## src/rtl/uart_rx_axis_fifo_if.sv

```systemverilog
// AXI4-Stream bundle carrying received UART words and their per-word status bits.
interface uart_rx_axis_fifo_if #(
    parameter int unsigned DATA_BITS = 8
);
    logic [DATA_BITS-1:0] tdata;
    logic [2:0]           tuser;
    logic                 tvalid;
    logic                 tready;

    modport master (output tdata, tuser, tvalid, input tready);
    modport slave  (input tdata, tuser, tvalid, output tready);
endinterface

```

## src/rtl/uart_rx_axis_fifo.sv

```systemverilog
// UART receiver with runtime divisor, 3-sample majority voting and error status,
// feeding a first-word-fall-through FIFO that drives an AXI4-Stream master port.
module uart_rx_axis_fifo #(
    parameter int unsigned DATA_BITS  = 8,
    parameter int unsigned PARITY     = 0,
    parameter int unsigned STOP_BITS  = 1,
    parameter int unsigned FIFO_DEPTH = 16,
    parameter int unsigned DIV_WIDTH  = 16
) (
    input  logic                        aclk,
    input  logic                        areset,
    input  logic                        rx,
    input  logic [DIV_WIDTH-1:0]        baud_div,
    uart_rx_axis_fifo_if.master         m_axis,
    output logic                        overrun,
    output logic [$clog2(FIFO_DEPTH):0] fifo_count
);
    localparam int unsigned AW = $clog2(FIFO_DEPTH);
    localparam int unsigned CW = AW + 1;
    localparam int unsigned WW = DATA_BITS + 3;

    localparam logic [2:0] StIdle     = 3'd0;
    localparam logic [2:0] StStart    = 3'd1;
    localparam logic [2:0] StData     = 3'd2;
    localparam logic [2:0] StParity   = 3'd3;
    localparam logic [2:0] StStop1    = 3'd4;
    localparam logic [2:0] StStop2    = 3'd5;
    localparam logic [2:0] StWaitHigh = 3'd6;

    localparam logic [DIV_WIDTH-1:0] MinDiv  = DIV_WIDTH'(4);
    localparam logic [DIV_WIDTH-1:0] One     = DIV_WIDTH'(1);
    localparam logic [3:0]           LastBit = 4'(DATA_BITS - 1);
    localparam logic                 OddPar  = (PARITY == 1);

    logic rx_meta_q, rx_sync_q, rx_prev_q;

    logic [2:0]           state_q, state_d;
    logic [DIV_WIDTH-1:0] cnt_q, cnt_d;
    logic [DIV_WIDTH-1:0] div_q, div_d;
    logic                 s1_q, s1_d, s2_q, s2_d;
    logic [3:0]           bit_idx_q, bit_idx_d;
    logic [DATA_BITS-1:0] data_q, data_d;
    logic                 par_err_q, par_err_d;
    logic                 frm_err_q, frm_err_d;
    logic                 seen_one_q, seen_one_d;

    logic [DIV_WIDTH-1:0] mid;
    logic                 at_lo, at_mid, at_dec, at_end;
    logic                 maj, fell, last_stop, brk;
    logic                 wr_en;
    logic [WW-1:0]        wr_word;

    logic [WW-1:0] mem_q [FIFO_DEPTH];
    logic [AW-1:0] wr_ptr_q, rd_ptr_q;
    logic [CW-1:0] count_q;
    logic          overrun_q;
    logic          full, pop, push;

    always_comb begin
        mid       = div_q >> 1;
        at_lo     = (cnt_q == mid - One);
        at_mid    = (cnt_q == mid);
        at_dec    = (cnt_q == mid + One);
        at_end    = (cnt_q == div_q - One);
        maj       = (s1_q & s2_q) | (s1_q & rx_sync_q) | (s2_q & rx_sync_q);
        fell      = rx_prev_q & ~rx_sync_q;
        last_stop = at_dec && (((state_q == StStop1) && (STOP_BITS == 1)) ||
                               (state_q == StStop2));
        brk       = ~(seen_one_q | maj);
    end

    always_comb begin
        state_d    = state_q;
        cnt_d      = cnt_q;
        div_d      = div_q;
        s1_d       = s1_q;
        s2_d       = s2_q;
        bit_idx_d  = bit_idx_q;
        data_d     = data_q;
        par_err_d  = par_err_q;
        frm_err_d  = frm_err_q;
        seen_one_d = seen_one_q;
        wr_en      = 1'b0;
        wr_word    = '0;

        if ((state_q != StIdle) && (state_q != StWaitHigh)) begin
            cnt_d = at_end ? '0 : cnt_q + One;
            if (at_lo)  s1_d = rx_sync_q;
            if (at_mid) s2_d = rx_sync_q;
        end

        case (state_q)
            StIdle: begin
                if (fell) begin
                    state_d    = StStart;
                    cnt_d      = '0;
                    div_d      = (baud_div < MinDiv) ? MinDiv : baud_div;
                    bit_idx_d  = '0;
                    data_d     = '0;
                    par_err_d  = 1'b0;
                    frm_err_d  = 1'b0;
                    seen_one_d = 1'b0;
                end
            end
            StStart: begin
                if (at_dec && maj) begin
                    state_d = StIdle;
                    cnt_d   = '0;
                end else if (at_end) begin
                    state_d = StData;
                end
            end
            StData: begin
                if (at_dec) begin
                    data_d     = {maj, data_q[DATA_BITS-1:1]};
                    seen_one_d = seen_one_q | maj;
                end
                if (at_end) begin
                    if (bit_idx_q == LastBit) begin
                        bit_idx_d = '0;
                        state_d   = (PARITY != 0) ? StParity : StStop1;
                    end else begin
                        bit_idx_d = bit_idx_q + 4'd1;
                    end
                end
            end
            StParity: begin
                if (at_dec) begin
                    par_err_d  = (^data_q) ^ maj ^ OddPar;
                    seen_one_d = seen_one_q | maj;
                end
                if (at_end) state_d = StStop1;
            end
            StStop1: begin
                if (at_dec) begin
                    frm_err_d  = frm_err_q | ~maj;
                    seen_one_d = seen_one_q | maj;
                end
                if (at_end) state_d = StStop2;
            end
            StStop2: ;
            StWaitHigh: begin
                if (rx_sync_q) state_d = StIdle;
            end
            default: state_d = StIdle;
        endcase

        // Commit on the last stop decision; do not wait for the end of the stop bit.
        if (last_stop) begin
            wr_en   = 1'b1;
            wr_word = {brk, frm_err_q | ~maj | brk, par_err_q, data_q};
            state_d = brk ? StWaitHigh : StIdle;
            cnt_d   = '0;
        end
    end

    always_ff @(posedge aclk or posedge areset) begin
        if (areset) begin
            rx_meta_q  <= 1'b1;
            rx_sync_q  <= 1'b1;
            rx_prev_q  <= 1'b1;
            state_q    <= StIdle;
            cnt_q      <= '0;
            div_q      <= MinDiv;
            s1_q       <= 1'b1;
            s2_q       <= 1'b1;
            bit_idx_q  <= '0;
            data_q     <= '0;
            par_err_q  <= 1'b0;
            frm_err_q  <= 1'b0;
            seen_one_q <= 1'b0;
        end else begin
            rx_meta_q  <= rx;
            rx_sync_q  <= rx_meta_q;
            rx_prev_q  <= rx_sync_q;
            state_q    <= state_d;
            cnt_q      <= cnt_d;
            div_q      <= div_d;
            s1_q       <= s1_d;
            s2_q       <= s2_d;
            bit_idx_q  <= bit_idx_d;
            data_q     <= data_d;
            par_err_q  <= par_err_d;
            frm_err_q  <= frm_err_d;
            seen_one_q <= seen_one_d;
        end
    end

    // A full FIFO still accepts a write when a pop frees a slot in the same cycle.
    assign full = (count_q == CW'(FIFO_DEPTH));
    assign pop  = m_axis.tvalid & m_axis.tready;
    assign push = wr_en & (~full | pop);

    always_ff @(posedge aclk) begin
        if (push) mem_q[wr_ptr_q] <= wr_word;
    end

    always_ff @(posedge aclk or posedge areset) begin
        if (areset) begin
            wr_ptr_q  <= '0;
            rd_ptr_q  <= '0;
            count_q   <= '0;
            overrun_q <= 1'b0;
        end else begin
            wr_ptr_q  <= wr_ptr_q + AW'(push);
            rd_ptr_q  <= rd_ptr_q + AW'(pop);
            count_q   <= count_q + CW'(push) - CW'(pop);
            overrun_q <= wr_en & full & ~pop;
        end
    end

    assign m_axis.tvalid = (count_q != '0);
    assign {m_axis.tuser, m_axis.tdata} = m_axis.tvalid ? mem_q[rd_ptr_q] : '0;
    assign overrun       = overrun_q;
    assign fifo_count    = count_q;
endmodule

```

## src/flat_wrapper.sv

```systemverilog
// flat-port wrapper written by rule: the top's interface ports become plain ports
module uart_rx_axis_fifo_flat 
#(
    parameter int unsigned DATA_BITS  = 8,
    parameter int unsigned PARITY     = 0,
    parameter int unsigned STOP_BITS  = 1,
    parameter int unsigned FIFO_DEPTH = 16,
    parameter int unsigned DIV_WIDTH  = 16
)
  (aclk, areset, rx, baud_div, overrun, fifo_count, m_axis_tdata, m_axis_tuser, m_axis_tvalid, m_axis_tready);
  uart_rx_axis_fifo_if #(.DATA_BITS(DATA_BITS)) m_axis_i ();
  input  logic aclk;
  input  logic areset;
  input  logic rx;
  input  logic [DIV_WIDTH-1:0] baud_div;
  output logic overrun;
  output logic [$clog2(FIFO_DEPTH):0] fifo_count;
  output wire logic [$bits(m_axis_i.tdata)-1:0] m_axis_tdata;
  output wire logic [$bits(m_axis_i.tuser)-1:0] m_axis_tuser;
  output wire logic [$bits(m_axis_i.tvalid)-1:0] m_axis_tvalid;
  input wire logic [$bits(m_axis_i.tready)-1:0] m_axis_tready;
  assign m_axis_tdata = m_axis_i.tdata;
  assign m_axis_tuser = m_axis_i.tuser;
  assign m_axis_tvalid = m_axis_i.tvalid;
  assign m_axis_i.tready = m_axis_tready;
  uart_rx_axis_fifo #(.DATA_BITS(DATA_BITS), .PARITY(PARITY), .STOP_BITS(STOP_BITS), .FIFO_DEPTH(FIFO_DEPTH), .DIV_WIDTH(DIV_WIDTH)) u_core (.aclk(aclk), .areset(areset), .rx(rx), .baud_div(baud_div), .m_axis(m_axis_i), .overrun(overrun), .fifo_count(fifo_count));
endmodule
```

## config.mk

```make
export PLATFORM = sky130hd
export DESIGN_NAME = uart_rx_axis_fifo_flat
export DESIGN_NICKNAME = d
export VERILOG_FILES = /design/src/rtl/uart_rx_axis_fifo_if.sv /design/src/rtl/uart_rx_axis_fifo.sv /design/src/flat_wrapper.sv
export SDC_FILE = /design/constraint.sdc
export NUM_CORES = 1
export LEC_CHECK = 0
export CAP_MARGIN = 0
export CORE_ASPECT_RATIO = 1.75
export CORE_MARGIN = 2
export CORE_UTILIZATION = 55
export DETAILED_ROUTE_END_ITERATION = 10
export DONT_BUFFER_PORTS = 1
export PLACE_DENSITY_LB_ADDON = 0.1
export SETUP_SLACK_MARGIN = 0.4
export SYNTH_ARGS = -nofsm -noshare
export SYNTH_HDL_FRONTEND = slang
export SYNTH_SLANG_ARGS = --single-unit
```

## constraint.sdc

```tcl
create_clock -name aclk -period 3.6 [get_ports aclk]
set_input_delay 0.54 -clock aclk [delete_from_list [all_inputs] [get_ports aclk]]
set_output_delay 0.54 -clock aclk [all_outputs]
set_load 0.02 [all_outputs]
```

; ---- Word-level counts from Yosys, hierarchy flattened
; Memories as Yosys holds them, arrays and structs flattened.
; Index checks and enable logic that the tools add are counted.
[word_totals]
reg_bits = 69
ramBits = 176
inputBits = 20
output_inout_bits = 18
word_cells = 134
memories = 1
[memory_table]
columns = memory, depth, width, rd, rd_clocked_by_memory_dff, wr, line_no
row1 = u_core.mem_q, 16, 11, 1, 0, 1, uart_rx_axis_fifo.sv:53  ; logic [WW-1:0] mem_q [FIFO_DEPTH];
[op_classes]
add_sub_neg = 9
order_cmp = 1
eq_ne = 27
n_mux = 37
bitwise_logic = 20
n_reduce_logical = 22
[op_table]
columns = cell, count
row1 = 2-to-1 mux 16 bit, 6
row2 = == test 16 bit, 3
row3 = one-hot mux 16 bit (2 select lines), 1
row4 = 2-to-1 mux 3 bit, 10
row5 = 2-to-1 mux 11 bit, 2
row6 = one-hot mux 3 bit (7 select lines), 1
row7 = "!= test 3 x 1 -> 1 bit, second input constant", 6
row8 = "adder 15 x 1 -> 16 bit, second input constant", 1
row9 = "adder 16 x 1 -> 16 bit, second input constant", 1
row10 = == test 16 x 15 -> 1 bit, 1
row11 = "less-than comparator 16 x 3 -> 1 bit, second input constant", 1
row12 = 2-to-1 mux 8 bit, 2
row13 = one-hot mux 8 bit (2 select lines), 1
row14 = "subtractor 15 x 1 -> 16 bit, second input constant", 1
row15 = "subtractor 16 x 1 -> 16 bit, second input constant", 1
row16 = AND reduction 3 bit, 5
row17 = "!= test 2 x 1 -> 1 bit, second input constant", 7
row18 = 2-to-1 mux 4 bit, 3
row19 = "== test 3 bit, second input constant", 3
row20 = adder 4 x 1 -> 4 bit, 2
row21 = AND 1 bit, 8
row22 = one-hot mux 4 bit (2 select lines), 1
row23 = AND reduction 8 bit, 1
row24 = nonzero test 2 bit, 4
row25 = other kinds (22), 44

; ---- Longest topological paths before layout
; Gate-level depths: netlist (run 1).
[logic_depth]
depth_word = 7
ltp_mapped = 16
ltp_nobuf = 14

; ---- Least setup slack after synthesis (run 1)
; Ideal clock, no wire load.
[synth_timing]
kind = register -> register
start = register u_core.div_q[2]
end = memory u_core.mem_q[0][0] (netlist bit), enable pin
setup_time_ns = 0.393
arrival_ns = 3.602
required_ns = 3.207
slack_ns = -0.395
path_stages_with_launch = 13
n_path_buf = 2
period_less_slack_ns = 3.995
cell_sequence = dfstp_2 > clkbuf_1 > inv_1 > ha_1 > xor2_1 > nand4b_1 > nor4_2 > nand4_1 > nor3_1 > and2_1 > buf_2 > or3b_1 > nor3_1
[synth_via]
elab_chain_cells = 7
[synth_lines]
columns = element, line_no
row1 = from (decl), uart_rx_axis_fifo.sv:39  ; logic [DIV_WIDTH-1:0] div_q, div_d;
row2 = from (signal assigned), uart_rx_axis_fifo.sv:164  ; div_q <= MinDiv;
row3 = from (signal assigned), uart_rx_axis_fifo.sv:178  ; div_q <= div_d;
row4 = adder 15 x 1 -> 16 bit, uart_rx_axis_fifo.sv:63  ; at_dec = (cnt_q == mid + One);
row5 = == test 16 bit, uart_rx_axis_fifo.sv:63
row6 = logical AND 1 bit, uart_rx_axis_fifo.sv:67  ; last_stop = at_dec && (((state_q == StStop1) && (STOP_BITS == 1)) ||
row7 = 2-to-1 mux 1 bit, uart_rx_axis_fifo.sv:149  ; if (last_stop) begin
row8 = AND 1 bit, uart_rx_axis_fifo.sv:192  ; assign push = wr_en & (~full | pop);
row9 = 2-to-1 mux 1 bit, uart_rx_axis_fifo.sv:195  ; if (push) mem_q[wr_ptr_q] <= wr_word;
row10 = 2-to-1 mux 1 bit (not written as such), uart_rx_axis_fifo.sv:195
row11 = to (decl), uart_rx_axis_fifo.sv:53
; Every way passes these cells.

; ---- Final worst setup path (run 1)
[layout_timing]
start = register u_core.div_q[2]
end = memory u_core.mem_q[0][7] (netlist bit), enable pin
; The elaborated chain is that of the path after synthesis.

==> results by stage, run 1 <==
Outcome:
- The run finished, with violations left.
- The checks that failed: negative hold slack.

Clocking:
- For the worst-skew pair, the clock arrives at the later sink with an insertion delay of 0.51 ns.
- The number of H-tree levels is 1.
- The maximum buffer depth of the clock tree is 3.
- The CTS tree is yes.
- The root buffer cell chosen for the clock tree is sky130_fd_sc_hd__clkbuf_16.
- Buffers inserted during clock tree synthesis total 22.
- The clock slew seen by the registers of the worst setup and hold paths is 0.07 ns.
- The clock net in this run drives a total of 245 sinks.

Timing:
- The post-route minimum period is 3.22 ns.
- In the finished design, the share of the clock period the worst path needs comes to 0.893.
- The headroom to the max-slew limit is 0.378.
- For this run, the top clock speed supported by timing is 311 MHz.
- Setup repair after global routing could not meet its margin everywhere.
- The transition time at the pin with the least slew margin is 0.933 ns.
- The worst setup skew after layout is 0.0253 ns.
- Setup violations remaining at the end of the flow were counted as 0.
- The max-slew violation count is 0.
- The hold slack is -0.00783 ns.
- The number of hold violations in the final report is 7.
- Adding up every negative setup slack in the final design gives 0 ns.

Die:
- The die width is 114 um.
- The die footprint is 22500 um2.
- The die is 197 um tall.
- The number of primary I/O pins is 38.
- The initial utilization of the core area, before any placement, comes to 0.559.
- The core area is 20900 um2.
- The number of rows created at floorplan is 70.

Synth:
- Synthesis handed over a netlist of 852 instances.
- The share of synthesized area in the top cell type comes to 0.451.
- The synthesized design contains 176 enable-type register cells.
- After synthesis, the mean cell area works out to 13.7 um2.
- The mapped netlist covers 11700 um2.
- The largest area contributor in the synthesized netlist is sky130_fd_sc_hd__edfxtp_1.
- The most common flop cell mapped by yosys is sky130_fd_sc_hd__edfxtp_1.
- The number of synthesis warnings is 0.
- The share of synthesized flip-flops with an asynchronous set or reset is 0.282.
- By area the synthesized netlist is led by sky130_fd_sc_hd__edfxtp_1 (45%), sky130_fd_sc_hd__dfrtp_1 (13%), sky130_fd_sc_hd__mux4_2 (11%).
- The post-synthesis register bit count is 245.
- The number of nets in the synthesized netlist is 888.
- The number of distinct standard cells referenced by the synthesized netlist is 62.
- The post-synthesis sequential area ratio is 0.600.

Pwr:
- The share of total power dissipated in combinational logic is 0.351.
- Summed over all cells, the static leakage comes to 5.09 nW.
- IR analysis of the VDD net gives a maximum drop of 0.000697 V.
- The internal portion of the total power is 0.00611 W.
- The share of total power dissipated in the clock network is 0.252.
- The net switching share of the total power is 0.352.
- The net switching power of the design is 0.00332 W.
- The relative contribution of sequential cells to total power is 0.397.
- The power per cell area is 691 nW/um2.

Global routing:
- The initial antenna violation count came to 0.
- The global-route usage over all layers is 0.260.
- For this run the aggregate overflow at the end of global routing stands at 0.
- The first global-routing pass estimated 43.7 mm of wire.
- Entering global routing, the biggest net connects 41 pins.
- The via count of the first global-routing pass is 7654.

Routing:
- After detailed routing, the number of remaining DRC violations is 0.
- Wires add up to 28.4 mm.
- The residual antenna-violating net count after detailed routing is 0.
- The average detailed-routed wire length per instance is 24.1 um.
- Dividing the detail-routed via count by the number of cells gives 6.14.
- The detailed router finished its first iteration with 583 violations.
- The number of iterations in the first detailed-routing pass is 5.
- The via count is 7214.

Setup path:
- STA classifies the critical path startpoint as a flip-flop.
- For the worst setup path, the data required time is 3.80 ns.
- The setup path with the least slack is of type reg2reg.
- The most critical setup path has its startpoint at u_core.div_q[2]$_DFFE_PP1P_.
- The worst register-to-register path begins at u_core.div_q[2]$_DFFE_PP1P_.
- The worst setup path is captured at a flip-flop.
- The largest fanout of any net on the critical path is 6.
- The arrival time of the worst setup path is 3.42 ns.

Place:
- At the end of routability-driven placement, the weighted congestion stood at 0.931.
- Once detailed placement completed, the half-perimeter wirelength came to 19.8 mm.
- In this run, placement finished with an instance count of 1110.
- Port buffering added 0 buffers.

Cells and area:
- The finished layout holds 1175 standard cells, fillers aside.
- The synthesis-to-layout area growth is 16.6%.
- At the end of the flow, the number of nets in the layout was 943.
- Of the cells placed in the final design, the portion with a size suffix greater than 1 is 0.271.
- The repair_antennas step left the layout with diodes totalling 0.

Run:
- The count of maximum capacitance violations is 0.

Worst hold path:
- The class of the tightest hold or removal check is in2async.
cells in the mapped netlist (5+ instances only):
master,n
sky130_fd_sc_hd__a211o_1,5
sky130_fd_sc_hd__dfstp_2,6
sky130_fd_sc_hd__nand4_1,16
sky130_fd_sc_hd__and2_1,14
sky130_fd_sc_hd__nor2b_1,18
sky130_fd_sc_hd__nor4_1,13
sky130_fd_sc_hd__ha_1,15
sky130_fd_sc_hd__xor2_1,39
sky130_fd_sc_hd__clkbuf_1,26
sky130_fd_sc_hd__a21oi_1,13
sky130_fd_sc_hd__nor3_1,22
sky130_fd_sc_hd__nand2_1,56
sky130_fd_sc_hd__o21ai_0,27
sky130_fd_sc_hd__and3_1,9
sky130_fd_sc_hd__edfxtp_1,176
sky130_fd_sc_hd__buf_2,18
sky130_fd_sc_hd__dfrtp_1,63
sky130_fd_sc_hd__buf_1,11
sky130_fd_sc_hd__inv_1,19
sky130_fd_sc_hd__xnor2_1,41
sky130_fd_sc_hd__nor2_1,64
sky130_fd_sc_hd__o31a_1,5
sky130_fd_sc_hd__nand3_1,27
sky130_fd_sc_hd__or3_1,6
sky130_fd_sc_hd__nand2b_1,5
sky130_fd_sc_hd__mux4_2,55
sky130_fd_sc_hd__mux2_2,15
registers in the layout, summed over array words and instances, names as in the netlist:
signal and flops:
u_core.data_q 8, u_core.rx_meta_q 1, u_core.s1_q 1, u_core.par_err_q 1, u_core.rx_prev_q 1, u_core.s2_q 1
u_core.state_q 3, u_core.div_q 16, u_core.rx_sync_q 1, u_core.frm_err_q 1, u_core.bit_idx_q 4, u_core.rd_ptr_q 4
u_core.cnt_q 16, u_core.mem_q 176, u_core.seen_one_q 1, u_core.overrun 1, u_core.wr_ptr_q 4, u_core.fifo_count 5
power groups by stage:
stage | combinational, W | clock [W] | sequential, W
after detailed placement | 0.00308 | 0 | 0.00380
final | 0.00331 | 0.00238 | 0.00374
after global placement | 0.00303 | 0 | 0.00379
after floorplan | 0.00260 | 0 | 0.00340
after CTS | 0.00331 | 0.00241 | 0.00372
after global routing | 0.00360 | 0.00253 | 0.00377
cells by family after synthesis:
kind of cell | after synthesis | synth area share
AND/OR/NAND/NOR | 273 | 0.122
buffers and inverters | 78 | 0.0285
adder cells (fa/ha/maj) | 16 | 0.0177
XOR/XNOR | 80 | 0.0599
multiplexers | 75 | 0.125
AO/OA/AOI/OAI | 85 | 0.0480
flip-flops | 245 | 0.600
placed cells by master (no fill, tap or decap), drive strengths merged, types with 8 or more instances in the layout:
cell and n:
a21oi 13, nand2 56, nor2 64, mux4 55
nand3 27, xor2 39, clkinv 8, and3 9
nor2b 18, nand4 17, dfrtp 63, buf 89
o21ai 27, ha 15, nor4 14, nor3 23
edfxtp 176, mux2 16, and2 14, clkbuf 26
xnor2 41, inv 20
layout make-up:
class	instances	area, um2
sequential	245	7030
clock buffer	26	607
clock inverter	14	131
multi-input combinational	529	4620
tap	252	315
fill	1518	7290
inverter	19	73.8
timing repair buffer	90	866
metal layers:
layer / up-vias / global-route usage / part of all wire
li1: 3295 / - / -
met1: 3658 / 0.269 / 0.33
met2: 182 / 0.515 / 0.59
met3: 79 / 0.0231 / 0.031
met4: 0 / 0.116 / 0.051
met5: - / 0 / 0
path summary, 6_finish.rpt:
check	slack, ns	end	cells past startpoint
worst max register to register	0.38	u_core.mem_q[0][7]$_DFFE_PP_	11
min in group aclk	0.19	u_core.div_q[0]$_DFFE_PP0P_	2
worst max-delay path	0.38	u_core.mem_q[0][7]$_DFFE_PP_	11
max in group asynchronous	2.55	u_core.div_q[7]$_DFFE_PP0P_	2
worst min register to register	0.36	u_core.rx_sync_q$_DFF_PP1_	0
worst min-delay path	-0.008	u_core.bit_idx_q[2]$_DFFE_PP0P_	1
metrics by stage:
step / cell area, um2 / hold slack (ns) / power [W] / utilization / setup WS [ns]
after floorplan: 11800 / 0.345 / 0.00600 / - / 0.309
after global placement: 12400 / 0.350 / 0.00682 / 0.592 / 0.174
after detailed placement: 12400 / 0.350 / 0.00688 / 0.592 / 0.0979
after CTS: 13500 / 0.00823 / 0.00944 / 0.647 / 0.237
after global routing: 13600 / 0.0278 / 0.00989 / 0.652 / 0.181
final: 13600 / -0.00783 / 0.00943 / 0.652 / 0.384
worst max-delay path: stages (launching register included):
cell and delay (ns):
sky130_fd_sc_hd__dfstp_2 0.62, sky130_fd_sc_hd__ha_4 0.18, sky130_fd_sc_hd__nand2_4 0.08, sky130_fd_sc_hd__or3_1 0.35
sky130_fd_sc_hd__nor4_2 0.23, sky130_fd_sc_hd__a211o_1 0.17, sky130_fd_sc_hd__nand4_1 0.14, sky130_fd_sc_hd__nor3_2 0.18
sky130_fd_sc_hd__and2_4 0.19, sky130_fd_sc_hd__or3b_4 0.45, sky130_fd_sc_hd__nor3_4 0.18, sky130_fd_sc_hd__buf_6 0.17
timing repair:
action,4_1_cts,5_1_grt
hold buffers,0,1
buffers inserted,19,0
setup endpoints to repair,178,330
endpoints found under the hold margin,0,1
pin swaps,19,8
resized for setup,50,24
gates cloned,5,0
(Power assumes the default switching activity.)
==> run 2, diff against run 1 <==
- REMOVE_ABC_BUFFERS: unset -> 1
==> run 2 against run 1 <==
  * The run now ends clean
  * Register-to-register slack worse by 0.05 ns
  * Count of clock-buffer cells in the layout up 2
  * Routed wire length grew 1.7%
  * Worst hold slack improved by 0.035 ns
  * Non-clock buffer count rose by 5
==> results by stage, run 2 (same netlist as run 1, synthesis figures left out) <==
Setup path:
- The critical path goes through ha_4 > nand2_4 > buf_6 > nor4_4 > a21o_1 > a211o_1 > nand4_1 > nor3_2 > and2_4 > buf_4 > nand3b_1 > buf_6 > nor2_1 > buf_6.
- The most repeated library cell on the critical path is sky130_fd_sc_hd__buf_6.
- Tracing the worst setup path back leads to its startpoint at u_core.div_q[2]$_DFFE_PP1P_.
- The arrival time of the worst setup path is 3.46 ns.
- The largest fanout of any net on the critical path is 11.
- The worst endpoint required time is 3.80 ns.
- The critical path launch point type is a flip-flop.
- STA classifies the critical path endpoint as a flip-flop.
- The worst setup path category is reg2reg.
- The startpoint identified for the worst register-to-register timing path is u_core.div_q[2]$_DFFE_PP1P_.
- The largest single stage delay on the critical path is 0.59 ns.
- The standard cell with the maximum stage delay on the critical path is sky130_fd_sc_hd__dfstp_2.

Die:
- The initial utilization of the core area, before any placement, comes to 0.559.
- The number of rows created at floorplan is 70.
- The number of primary I/O pins is 38.
- The die covers 22500 um2.
- In this run the standard cell core region covers 20900 um2.
- The die width is 114 um.
- The die is 197 um tall.

Clocking:
- In this run the number of H-tree levels came out at 1.
- TritonCTS built the clock tree.
- At the later pin of the worst-skew pair, clock insertion delay measures 0.51 ns.
- Clock tree synthesis found a total of 245 sinks.
- Counting the buffers created by CTS gives 23.
- The clock slew seen by the registers of the worst setup and hold paths is 0.07 ns.
- The tree is rooted in a sky130_fd_sc_hd__clkbuf_16.
- The longest clock path from root to sink contains 3 buffers.

Pwr:
- The power per cell area is 699 nW/um2.
- Summing internal, switching and leakage power gives 0.00954 W.
- The reported leakage power is 5.09 nW.
- Across the VDD grid, the largest voltage drop is 0.000603 V.

Routing:
- The met2 layer wire length in the routed design is 16.7 mm.
- The count of nets left with antenna violations once routing finished came out at 0.
- After detailed routing, the met3 layer carries 832 um of wire.
- The met1 wire length is 9.42 mm.
- The final layout contains routed wiring with a total length of 28.9 mm.
- The routed layout has 7282 vias.
- The number of remaining DRC errors is 0.
- Before antenna repair, the detailed router went through 4 iterations.
- The number of DRC violations after detailed-routing iteration 0 is 458.
- The ratio of routed vias to standard cells is 6.17.
- After detailed routing, the average wire length per cell comes to 24.4 um.
- The highest signal layer in the routed design is met4.

Global routing:
- The global-route usage over all layers is 0.260.
- The initial antenna violation count is 0.
- Global routing finished with a remaining overflow of 0.
- The via count of the first global-routing pass is 7563.
- The first global-routing pass estimated 43.4 mm of wire.
- The largest net degree at the start of global routing is 47.

Timing:
- The transition time at the pin with the least slew margin is 0.908 ns.
- Based on the critical path, the design can be clocked at up to 307 MHz.
- Setup violations remaining at the end of the flow were counted as 0.
- The worst setup skew after layout is 0.0135 ns.
- The final critical-path share of the clock period is 0.906.
- The post-route worst setup slack is 0.338 ns.
- The number of hold violations in the final report is 0.
- Across all hold checks on the routed design, the worst slack comes to 0.0270 ns.
- The headroom to the max-slew limit is 0.395.
- The max-slew violation count came to 0.
- Subtracting the final worst setup slack from the clock period gives 3.26 ns.
- Setup repair after global routing could not meet its margin everywhere.

Place:
- At the placement stage, the worst setup path has a slack of 0.227 ns.
- The total cell area at the placement stage is 12400 um2.
- Routability-driven placement finished with a final weighted congestion of 0.890.
- The number of placed instances, taps included, is 1116.
- Input and output buffers added on the ports amount to 0.
- The detailed-placement wirelength estimate is 20.6 mm.

Worst hold path:
- The min-delay analysis places its worst path in the category in2reg.
- In this run the most critical hold path is launched from rx.

Cells and area:
- The register with the most flip-flops is u_core.mem_q.
- The area of all placed cells without fillers is 13600 um2.
- The library cell used most frequently in the layout, excluding fill and tap cells, is sky130_fd_sc_hd__edfxtp_1.
- Compared with the post-synthesis result, the final layout area differs by 16.5%.
- In the layout the commonest cells are sky130_fd_sc_hd__edfxtp_1 (176), sky130_fd_sc_hd__buf_4 (66), sky130_fd_sc_hd__dfrtp_1 (57).
- At the end of the flow, the number of nets in the layout was 949.
- The ratio of cells with drive above 1 in the final layout is 0.273.
- The largest registers in the layout are u_core.mem_q: 176 flops, u_core.cnt_q: 16 flops, u_core.div_q: 16 flops.
- The post-route non-filler standard cell count is 1181.
- The number of antenna diodes in the final layout is 0.
- The register with the most flip-flops in the layout has 176 of them.

Outcome:
- The run finished with clean final reports.

Run:
- The tool flagged a number of max-cap violations equal to 0.
-- run 2: changes by cell type in the layout (fill, tap and decap cells not counted), moves of 3 or more --
cell	delta
sky130_fd_sc_hd__nor2_4	-5
sky130_fd_sc_hd__dfrtp_2	+3
sky130_fd_sc_hd__buf_4	+8
sky130_fd_sc_hd__nor2_1	+3
sky130_fd_sc_hd__clkinvlp_4	-3
sky130_fd_sc_hd__nor3_2	-5
sky130_fd_sc_hd__buf_6	-3
sky130_fd_sc_hd__clkbuf_1	+4
sky130_fd_sc_hd__nor3_4	+3
-- run 2: final cells by class --
cell class | instances | area, um2
inverter | 19 | 71.3
tap | 252 | 315
multi-input combinational | 529 | 4600
clock inverter | 13 | 171
fill | 1543 | 7290
clock buffer | 28 | 594
sequential | 245 | 7030
timing repair buffer | 95 | 860
-- run 2: where the power goes --
group / switching (W) / internal, W
Combinational: 0.00176 / 0.00156
Sequential: 0.000532 / 0.00320
Clock: 0.00102 / 0.00147
Total: 0.00331 / 0.00623
-- run 2: worst paths after layout --
path,cells past startpoint,slack (ns),end
setup / recovery,14,0.34,u_core.mem_q[9][9]$_DFFE_PP_
hold / removal,0,0.03,u_core.rx_meta_q$_DFF_PP1_
setup reg to reg,14,0.34,u_core.mem_q[9][9]$_DFFE_PP_
hold reg to reg,0,0.36,u_core.rx_sync_q$_DFF_PP1_
max in group asynchronous,3,1.98,u_core.div_q[1]$_DFFE_PP0P_
min in group asynchronous,2,0.54,u_core.bit_idx_q[2]$_DFFE_PP0P_
-- run 2: repair_timing --
action / CTS / global route
resized for setup: 21 / 70
hold buffers: 1 / 0
gates cloned: 0 / 6
buffers inserted: 2 / 15
endpoints found under the hold margin: 20 / 0
setup endpoints to repair: 116 / 292
pin swaps: 3 / 21
-- run 2: routing by layer --
layer | vias to the layer above | GRT usage
met5 | - | 0
met4 | 0 | 0.151
met3 | 89 | 0.0234
met2 | 201 | 0.499
met1 | 3688 | 0.267
li1 | 3304 | -
-- run 2: metrics by stage --
stage	utilization	setup TNS [ns]
after floorplan	-	-92.27
after global placement	0.591	0
after detailed placement	0.591	0
after CTS	0.632	0
after global routing	0.652	0
final	0.652	0
-- run 2: worst max-delay path: cells and delay by family (launching register included) --
family | cells | cell delay [ns]
AOI/OAI and AO/OA | 2 | 0.29
adders and majority gates | 1 | 0.16
buffers and inverters | 4 | 0.67
DFF | 1 | 0.59
and+or+nand+nor | 7 | 1.24
